==> config.mk <==
export PLATFORM = sky130hd
export DESIGN_NAME = usb_block_sequencer_flat
export DESIGN_NICKNAME = d
export VERILOG_FILES = /design/src/rtl/usb_block_sequencer_pkg.sv /design/src/rtl/usb_block_sequencer_if.sv /design/src/rtl/usb_block_sequencer.sv /design/src/flat_wrapper.sv
export SDC_FILE = /design/constraint.sdc
export NUM_CORES = 1
export LEC_CHECK = 0
export CAP_MARGIN = 20
export CELL_PAD_IN_SITES_DETAIL_PLACEMENT = 0
export CELL_PAD_IN_SITES_GLOBAL_PLACEMENT = 1
export CORE_MARGIN = 2
export CORE_UTILIZATION = 39
export DETAILED_ROUTE_END_ITERATION = 12
export PLACE_DENSITY = 0.81
export RECOVER_POWER = 50
export SETUP_SLACK_MARGIN = 0.02
export SYNTH_ARGS = -nofsm -noshare
export SYNTH_HDL_FRONTEND = slang
export SYNTH_SLANG_ARGS = --single-unit
==> constraint.sdc <==
create_clock -name clk -period 3.19 [get_ports clk]
set_clock_uncertainty 0.1 [all_clocks]
set_input_delay 0.4785 -clock clk [delete_from_list [all_inputs] [get_ports clk]]
set_output_delay 0.4785 -clock clk [all_outputs]
set_load 0.03 [all_outputs]
==> src/rtl/usb_block_sequencer_pkg.sv <==
// Shared types for the USB block sequencer: FSM states, header codes, block type.
// Pure declarations; no logic, no latency, no flow control.
// Imported by the interface consumers and the sequencer top.
package usb_seq_pkg;

    typedef enum logic [1:0] {
        IDLE  = 2'd0,
        FILL  = 2'd1,
        HOLD  = 2'd2,
        FLUSH = 2'd3
    } seq_state_e;

    typedef enum logic {
        BLK_DATA = 1'b0,
        BLK_KEY  = 1'b1
    } blk_type_e;

    localparam logic [7:0] HDR_KEY  = 8'h01;
    localparam logic [7:0] HDR_DATA = 8'h02;

    function automatic logic hdr_valid(input logic [7:0] hdr);
        return (hdr == HDR_KEY) || (hdr == HDR_DATA);
    endfunction

endpackage

==> src/rtl/usb_block_sequencer_if.sv <==
// Bundle between receiver FIFO, sequencer and encryption-core block sink.
// Wires only; master is the sequencer side, slave is the environment side.
// Block handoff is valid/ready; the FIFO side is a first-word fall-through pop strobe.
interface usb_block_sequencer_if #(
    parameter int BLOCK_BYTES = 16,
    parameter int ERR_CNT_W   = 8
);
    logic [7:0]               rx_r_data;
    logic                     rx_empty;
    logic                     rx_rcving;
    logic                     rx_r_error;
    logic                     rx_r_enable;
    logic [8*BLOCK_BYTES-1:0] blk_data;
    logic                     blk_type;
    logic                     blk_valid;
    logic                     blk_ready;
    logic                     err_pulse;
    logic [ERR_CNT_W-1:0]     err_count;

    modport master (
        input  rx_r_data, rx_empty, rx_rcving, rx_r_error, blk_ready,
        output rx_r_enable, blk_data, blk_type, blk_valid, err_pulse, err_count
    );

    modport slave (
        output rx_r_data, rx_empty, rx_rcving, rx_r_error, blk_ready,
        input  rx_r_enable, blk_data, blk_type, blk_valid, err_pulse, err_count
    );
endinterface

==> src/rtl/usb_block_sequencer.sv <==
// Drains the receiver FIFO into header-tagged payload blocks; drops and counts malformed packets.
// Latency: header pop to blk_valid is 2*BLOCK_BYTES+1 cycles (one pop every other cycle).
// Backpressure: blk_valid holds with stable data while blk_ready is low; no FIFO pops meanwhile.
module usb_block_sequencer
    import usb_seq_pkg::*;
#(
    parameter int BLOCK_BYTES = 16,
    parameter int ERR_CNT_W   = 8
) (
    input  logic                  clk,
    input  logic                  n_rst,
    usb_block_sequencer_if.master bus
);

    localparam int                CNT_W    = $clog2(BLOCK_BYTES);
    localparam logic [CNT_W-1:0]  LAST_IDX = CNT_W'(BLOCK_BYTES - 1);

    seq_state_e               r_state;
    seq_state_e               w_state_nxt;
    logic [CNT_W-1:0]         r_byte_cnt;
    logic                     r_rd_en;
    logic                     r_gap;
    logic [8*BLOCK_BYTES-1:0] r_blk_data;
    blk_type_e                r_blk_type;
    logic                     r_blk_valid;
    logic                     r_err_pulse;
    logic [ERR_CNT_W-1:0]     r_err_count;
    logic                     r_err_pend;

    logic w_pop_nxt;
    logic w_err;
    logic w_hdr_ok;
    logic w_capture;
    logic w_valid_set;
    logic w_valid_clr;
    logic w_pend_set;
    logic w_pend_clr;
    logic w_short;

    // r_rd_en marks the pop cycle itself; the decision was taken one cycle earlier.
    assign w_short = !r_gap && !r_rd_en && bus.rx_empty && !bus.rx_rcving;

    always_comb begin
        w_state_nxt = r_state;
        w_pop_nxt   = 1'b0;
        w_err       = 1'b0;
        w_hdr_ok    = 1'b0;
        w_capture   = 1'b0;
        w_valid_set = 1'b0;
        w_valid_clr = 1'b0;
        w_pend_set  = 1'b0;
        w_pend_clr  = 1'b0;

        case (r_state)
            IDLE: begin
                w_pop_nxt = !bus.rx_empty && !r_rd_en;
                if (bus.rx_r_error && !bus.rx_empty) begin
                    w_err       = 1'b1;
                    w_state_nxt = FLUSH;
                end else if (r_rd_en) begin
                    if (hdr_valid(bus.rx_r_data)) begin
                        w_hdr_ok    = 1'b1;
                        w_state_nxt = FILL;
                    end else begin
                        w_err       = 1'b1;
                        w_state_nxt = FLUSH;
                    end
                end
            end

            FILL: begin
                w_pop_nxt = !bus.rx_empty && !r_rd_en;
                if (bus.rx_r_error || w_short) begin
                    w_err       = 1'b1;
                    w_state_nxt = FLUSH;
                end else if (r_rd_en) begin
                    w_capture = 1'b1;
                    if (r_byte_cnt == LAST_IDX) begin
                        w_valid_set = 1'b1;
                        w_state_nxt = HOLD;
                    end
                end
            end

            HOLD: begin
                w_pend_set = bus.rx_r_error;
                if (r_blk_valid && bus.blk_ready) begin
                    w_valid_clr = 1'b1;
                    if (r_err_pend || bus.rx_r_error) begin
                        w_err       = 1'b1;
                        w_pend_clr  = 1'b1;
                        w_state_nxt = FLUSH;
                    end else begin
                        w_state_nxt = IDLE;
                    end
                end
            end

            FLUSH: begin
                w_pop_nxt = !bus.rx_empty && !r_rd_en;
                if (!r_rd_en && bus.rx_empty && !bus.rx_rcving) begin
                    w_state_nxt = IDLE;
                end
            end

            default: begin
                w_state_nxt = IDLE;
            end
        endcase
    end

    always_ff @(posedge clk or negedge n_rst) begin
        if (!n_rst) begin
            r_state <= IDLE;
            r_rd_en <= 1'b0;
            r_gap   <= 1'b0;
        end else begin
            r_state <= w_state_nxt;
            r_rd_en <= w_pop_nxt;
            r_gap   <= r_rd_en;
        end
    end

    always_ff @(posedge clk or negedge n_rst) begin
        if (!n_rst) begin
            r_byte_cnt  <= '0;
            r_blk_data  <= '0;
            r_blk_type  <= BLK_DATA;
            r_blk_valid <= 1'b0;
        end else begin
            if (w_hdr_ok) begin
                r_byte_cnt <= '0;
                r_blk_type <= (bus.rx_r_data == HDR_KEY) ? BLK_KEY : BLK_DATA;
            end else if (w_capture) begin
                r_byte_cnt <= r_byte_cnt + 1'b1;
            end

            if (w_capture) begin
                r_blk_data[{r_byte_cnt, 3'b000} +: 8] <= bus.rx_r_data;
            end

            if (w_valid_set) begin
                r_blk_valid <= 1'b1;
            end else if (w_valid_clr) begin
                r_blk_valid <= 1'b0;
            end
        end
    end

    // An error seen while a good block waits is deferred to the handshake so the block still goes out.
    always_ff @(posedge clk or negedge n_rst) begin
        if (!n_rst) begin
            r_err_pulse <= 1'b0;
            r_err_count <= '0;
            r_err_pend  <= 1'b0;
        end else begin
            r_err_pulse <= w_err;
            if (w_err && (r_err_count != '1)) begin
                r_err_count <= r_err_count + 1'b1;
            end

            if (w_pend_clr) begin
                r_err_pend <= 1'b0;
            end else if (w_pend_set) begin
                r_err_pend <= 1'b1;
            end
        end
    end

    assign bus.rx_r_enable = r_rd_en;
    assign bus.blk_data    = r_blk_data;
    assign bus.blk_type    = r_blk_type;
    assign bus.blk_valid   = r_blk_valid;
    assign bus.err_pulse   = r_err_pulse;
    assign bus.err_count   = r_err_count;

endmodule
==> src/flat_wrapper.sv <==
// flat-port wrapper written by rule: the top's interface ports become plain ports
module usb_block_sequencer_flat import usb_seq_pkg::*;
#(
    parameter int BLOCK_BYTES = 16,
    parameter int ERR_CNT_W   = 8
)
  (clk, n_rst, bus_rx_r_data, bus_rx_empty, bus_rx_rcving, bus_rx_r_error, bus_blk_ready, bus_rx_r_enable, bus_blk_data, bus_blk_type, bus_blk_valid, bus_err_pulse, bus_err_count);
  usb_block_sequencer_if #(.BLOCK_BYTES(BLOCK_BYTES), .ERR_CNT_W(ERR_CNT_W)) bus_i ();
  input  logic clk;
  input  logic n_rst;
  input wire logic [$bits(bus_i.rx_r_data)-1:0] bus_rx_r_data;
  input wire logic [$bits(bus_i.rx_empty)-1:0] bus_rx_empty;
  input wire logic [$bits(bus_i.rx_rcving)-1:0] bus_rx_rcving;
  input wire logic [$bits(bus_i.rx_r_error)-1:0] bus_rx_r_error;
  input wire logic [$bits(bus_i.blk_ready)-1:0] bus_blk_ready;
  output wire logic [$bits(bus_i.rx_r_enable)-1:0] bus_rx_r_enable;
  output wire logic [$bits(bus_i.blk_data)-1:0] bus_blk_data;
  output wire logic [$bits(bus_i.blk_type)-1:0] bus_blk_type;
  output wire logic [$bits(bus_i.blk_valid)-1:0] bus_blk_valid;
  output wire logic [$bits(bus_i.err_pulse)-1:0] bus_err_pulse;
  output wire logic [$bits(bus_i.err_count)-1:0] bus_err_count;
  assign bus_i.rx_r_data = bus_rx_r_data;
  assign bus_i.rx_empty = bus_rx_empty;
  assign bus_i.rx_rcving = bus_rx_rcving;
  assign bus_i.rx_r_error = bus_rx_r_error;
  assign bus_i.blk_ready = bus_blk_ready;
  assign bus_rx_r_enable = bus_i.rx_r_enable;
  assign bus_blk_data = bus_i.blk_data;
  assign bus_blk_type = bus_i.blk_type;
  assign bus_blk_valid = bus_i.blk_valid;
  assign bus_err_pulse = bus_i.err_pulse;
  assign bus_err_count = bus_i.err_count;
  usb_block_sequencer #(.BLOCK_BYTES(BLOCK_BYTES), .ERR_CNT_W(ERR_CNT_W)) u_core (.clk(clk), .n_rst(n_rst), .bus(bus_i));
endmodule
==> flow_metrics.py <==
metrics = {
    "die": {
        "start_util": 0.3993,
        "ios": 154,
        "row_count": 46,
        "dieWidth_um": 131.5,
        "fp.coreArea_sq_um": 15890,
        "die_area_sq_um": 17300,
        "die_h_um": 131.5,
    },
    "timing": {
        "rsz0062_at_grt": "false",
        "setup_ws_ps": 400.5,
        "hold_slack_ps": 370.6,
        "hold_viol_final": 0,
        "fmax_mhz": 358.5,
        "worst_slew_pin_slew_ps": 2171,
        "maxSlewViolCount": 90,
        "setup_viol": 0,
        "timing.slew.headroom": -0.4476,
        "fin_crit_sh": 0.8745,
        "period_needed_ps": 2790,
        "tns_ps": 0,
    },
    "power": {
        "ir_drop_mv": 0.4083,
        "leakage_nw": 4.372,
        "cellPowerDensity_nw_per_um2": 651.7,
        "power.total_mw": 5.729,
    },
    "logic_synthesis": {
        "syn_nets": 518,
        "syn_area_sq_um": 6344,
        "yosys_warnings": 0,
        "yosysSeqAreaShare": 0.5838,
        "synth_flop_cell": "dfrtp_1",
        "syn_inst": 498,
        "async_flop_share": 1.000,
        "ys_types": 52,
        "synth.avg_cell_area_sq_um": 12.74,
        "synth_edf_count": 0,
        "ys_ff_latch": 148,
    },
    "global_route": {
        "grt_pass1_wl_um": 26360,
        "grt-ovfl-total": 0,
        "antenna_found_initial": 0,
        "grt_pass1_vias": 4701,
        "grt_max_degree": 90,
        "grt_use_total": 0.1958,
    },
    "placement": {
        "hpwl_um": 11720,
        "placed_cell_area_sq_um": 8177,
        "place_ws_ps": 368.6,
        "numPortBuffers": 153,
        "place.gp.congestion": 0.7832,
        "dpl.cell_count": 863,
    },
    "clock_tree": {
        "cts.path.max_buffers": 2,
        "cts.repair.resized": 0,
        "clk-insertion-delay-late_ps": 420,
        "cts_sinks": 148,
        "cts_setup_buffers": 0,
        "postCtsHoldBufs": 0,
        "cts_tree": "yes",
        "cts.root.buffer_cell": "clkbuf_16",
        "numCtsBuffers": 17,
        "htreeDepth": 4,
        "clkTransAtPathRegs_ps": 60,
    },
    "cells_and_area": {
        "nets": 686,
        "final_core_util": 0.5533,
        "syn_to_final_growth_pct": 38.56,
        "layout_commonest_cell": "dfrtp_1",
        "final_area_sq_um": 8790,
        "stdcell_count": 895,
        "layout_common_cells": "dfrtp_1, mux2_2, clkdlybuf4s50_1",
        "drive_gt1_frac": 0.2489,
        "diodes": 0,
        "fill_cells": 1356,
    },
    "worst_setup_path": {
        "critical_path.max_fanout": 16,
        "r2r_setup_slack_ps": 400,
        "critPathMaxStageDelay_ps": 550,
        "worstPathArrival_ps": 2960,
        "slowest_stage": "dfrtp_1",
        "crit_chain": "inv_1, ha_1, xnor2_4, nor3b_2, buf_4, nand4_1, nand2_1, o21ai_0",
        "cp.required_ps": 3360,
        "start_kind": "flop",
        "critPathKind": "flop to flop",
        "cp-end-kind": "flop",
    },
    "drt": {
        "routed_wl_um": 16280,
        "post-route-drc-count": 0,
        "vias": 4539,
        "routedWlPerCell_um": 18.19,
        "vias_per_cell": 5.072,
        "drtIter0Drc": 299,
        "first_pass_iters": 4,
        "final_antenna_net_count": 0,
    },
    "run_status": {
        "outcome": "finished, violations left",
        "violations": "max-capacitance violations, max-slew violations",
    },
    "run": {
        "cap_violations": 1,
    },
    "min_path": {
        "hold_path.class": "flop to flop",
    },
}
-- worst paths after layout --
kind,startpoint,end,cells past startpoint
setup / recovery,u_core.r_byte_cnt[0],u_core.bus.blk_data[85],8
hold / removal,u_core.bus.blk_data[87],u_core.bus.blk_data[87],2
setup reg to reg,u_core.r_byte_cnt[0],u_core.bus.blk_data[85],8
hold reg to reg,u_core.bus.blk_data[87],u_core.bus.blk_data[87],2
max in group asynchronous,n_rst,u_core.bus.blk_data[47],2
min in group asynchronous,n_rst,u_core.bus.blk_data[19],1
-- registers in the layout (all words and copies together) (netlist names), 2 cells and up --
register,flops
u_core.bus.err_count,8
u_core.bus.blk_data,128
u_core.r_byte_cnt,4
u_core.r_state,2
-- final cells by class --
| class | count | area (sq um) | area share |
|---|---|---|---|
| tap | 216 | 270.3 | 0.03075 |
| multi-input combinational | 324 | 2516 | 0.2863 |
| timing repair buffer | 172 | 1662 | 0.1890 |
| sequential | 148 | 3704 | 0.4214 |
| inverter | 3 | 11.26 | 0.001281 |
| clock inverter | 10 | 152.6 | 0.01737 |
| clock buffer | 22 | 474.2 | 0.05395 |
-- synthesized netlist by cell type, types with 2 or more instances --
library cell  number  area share
nand4_1            9      0.0089
mux2_1             3      0.0053
and2_1             9      0.0089
nand4b_1           2      0.0028
nor3_1             7      0.0055
buf_4              3      0.0036
nor3b_2            2      0.0039
and3_1             9      0.0089
dfrtp_1          148        0.58
xnor2_1            2      0.0028
clkbuf_1          12      0.0071
inv_1              3      0.0018
and2b_1            3      0.0036
nand4_2            8       0.016
nor2b_1           10      0.0099
o21ai_0           33       0.026
buf_2              6      0.0047
a21oi_1            8      0.0063
nor2_1            23       0.014
ha_1               6       0.012
nand3_1            3      0.0024
xor2_1             3      0.0041
nand2_1           56       0.033
mux2_2            98        0.17
nand2_4            2      0.0036
mux2i_1            2      0.0032
nor3b_1            2      0.0024
o21a_1             2      0.0024
-- layer usage --
metal | routed length (um) | track usage
met1 | 7228 | 0.2578
met4 | 285 | 0.06522
met5 | 0 | 0
met3 | 879 | 0.04938
met2 | 7884 | 0.3168
-- power by group --
part           switching (mW)  total, mW  internal, mW
sequential              0.180       2.21          2.03
combinational           0.884       1.42         0.533
clock                   0.740       2.10          1.36
total                    1.80       5.73          3.92
-- worst max-delay path: cells and delay by family (launching register included) --
family          cells  cell delay, ps
buf+inv             2             330
fa+ha+maj           1             320
xor+xnor            1             200
compound gates      1             120
flops               1             550
simple gates        3            1010
-- cell families (layout without fill, tap and decap cells) --
group / after synthesis / in the layout / synth area share
adder cells (fa/ha/maj): 6 / 6 / 0.01183
flip-flops: 148 / 148 / 0.5838
multiplexers: 103 / 103 / 0.1824
buffers and inverters: 26 / 207 / 0.01953
XOR/XNOR: 8 / 8 / 0.01815
AO/OA/AOI/OAI: 49 / 49 / 0.04182
AND/OR/NAND/NOR: 158 / 158 / 0.1424
(Power assumes the default switching activity.)
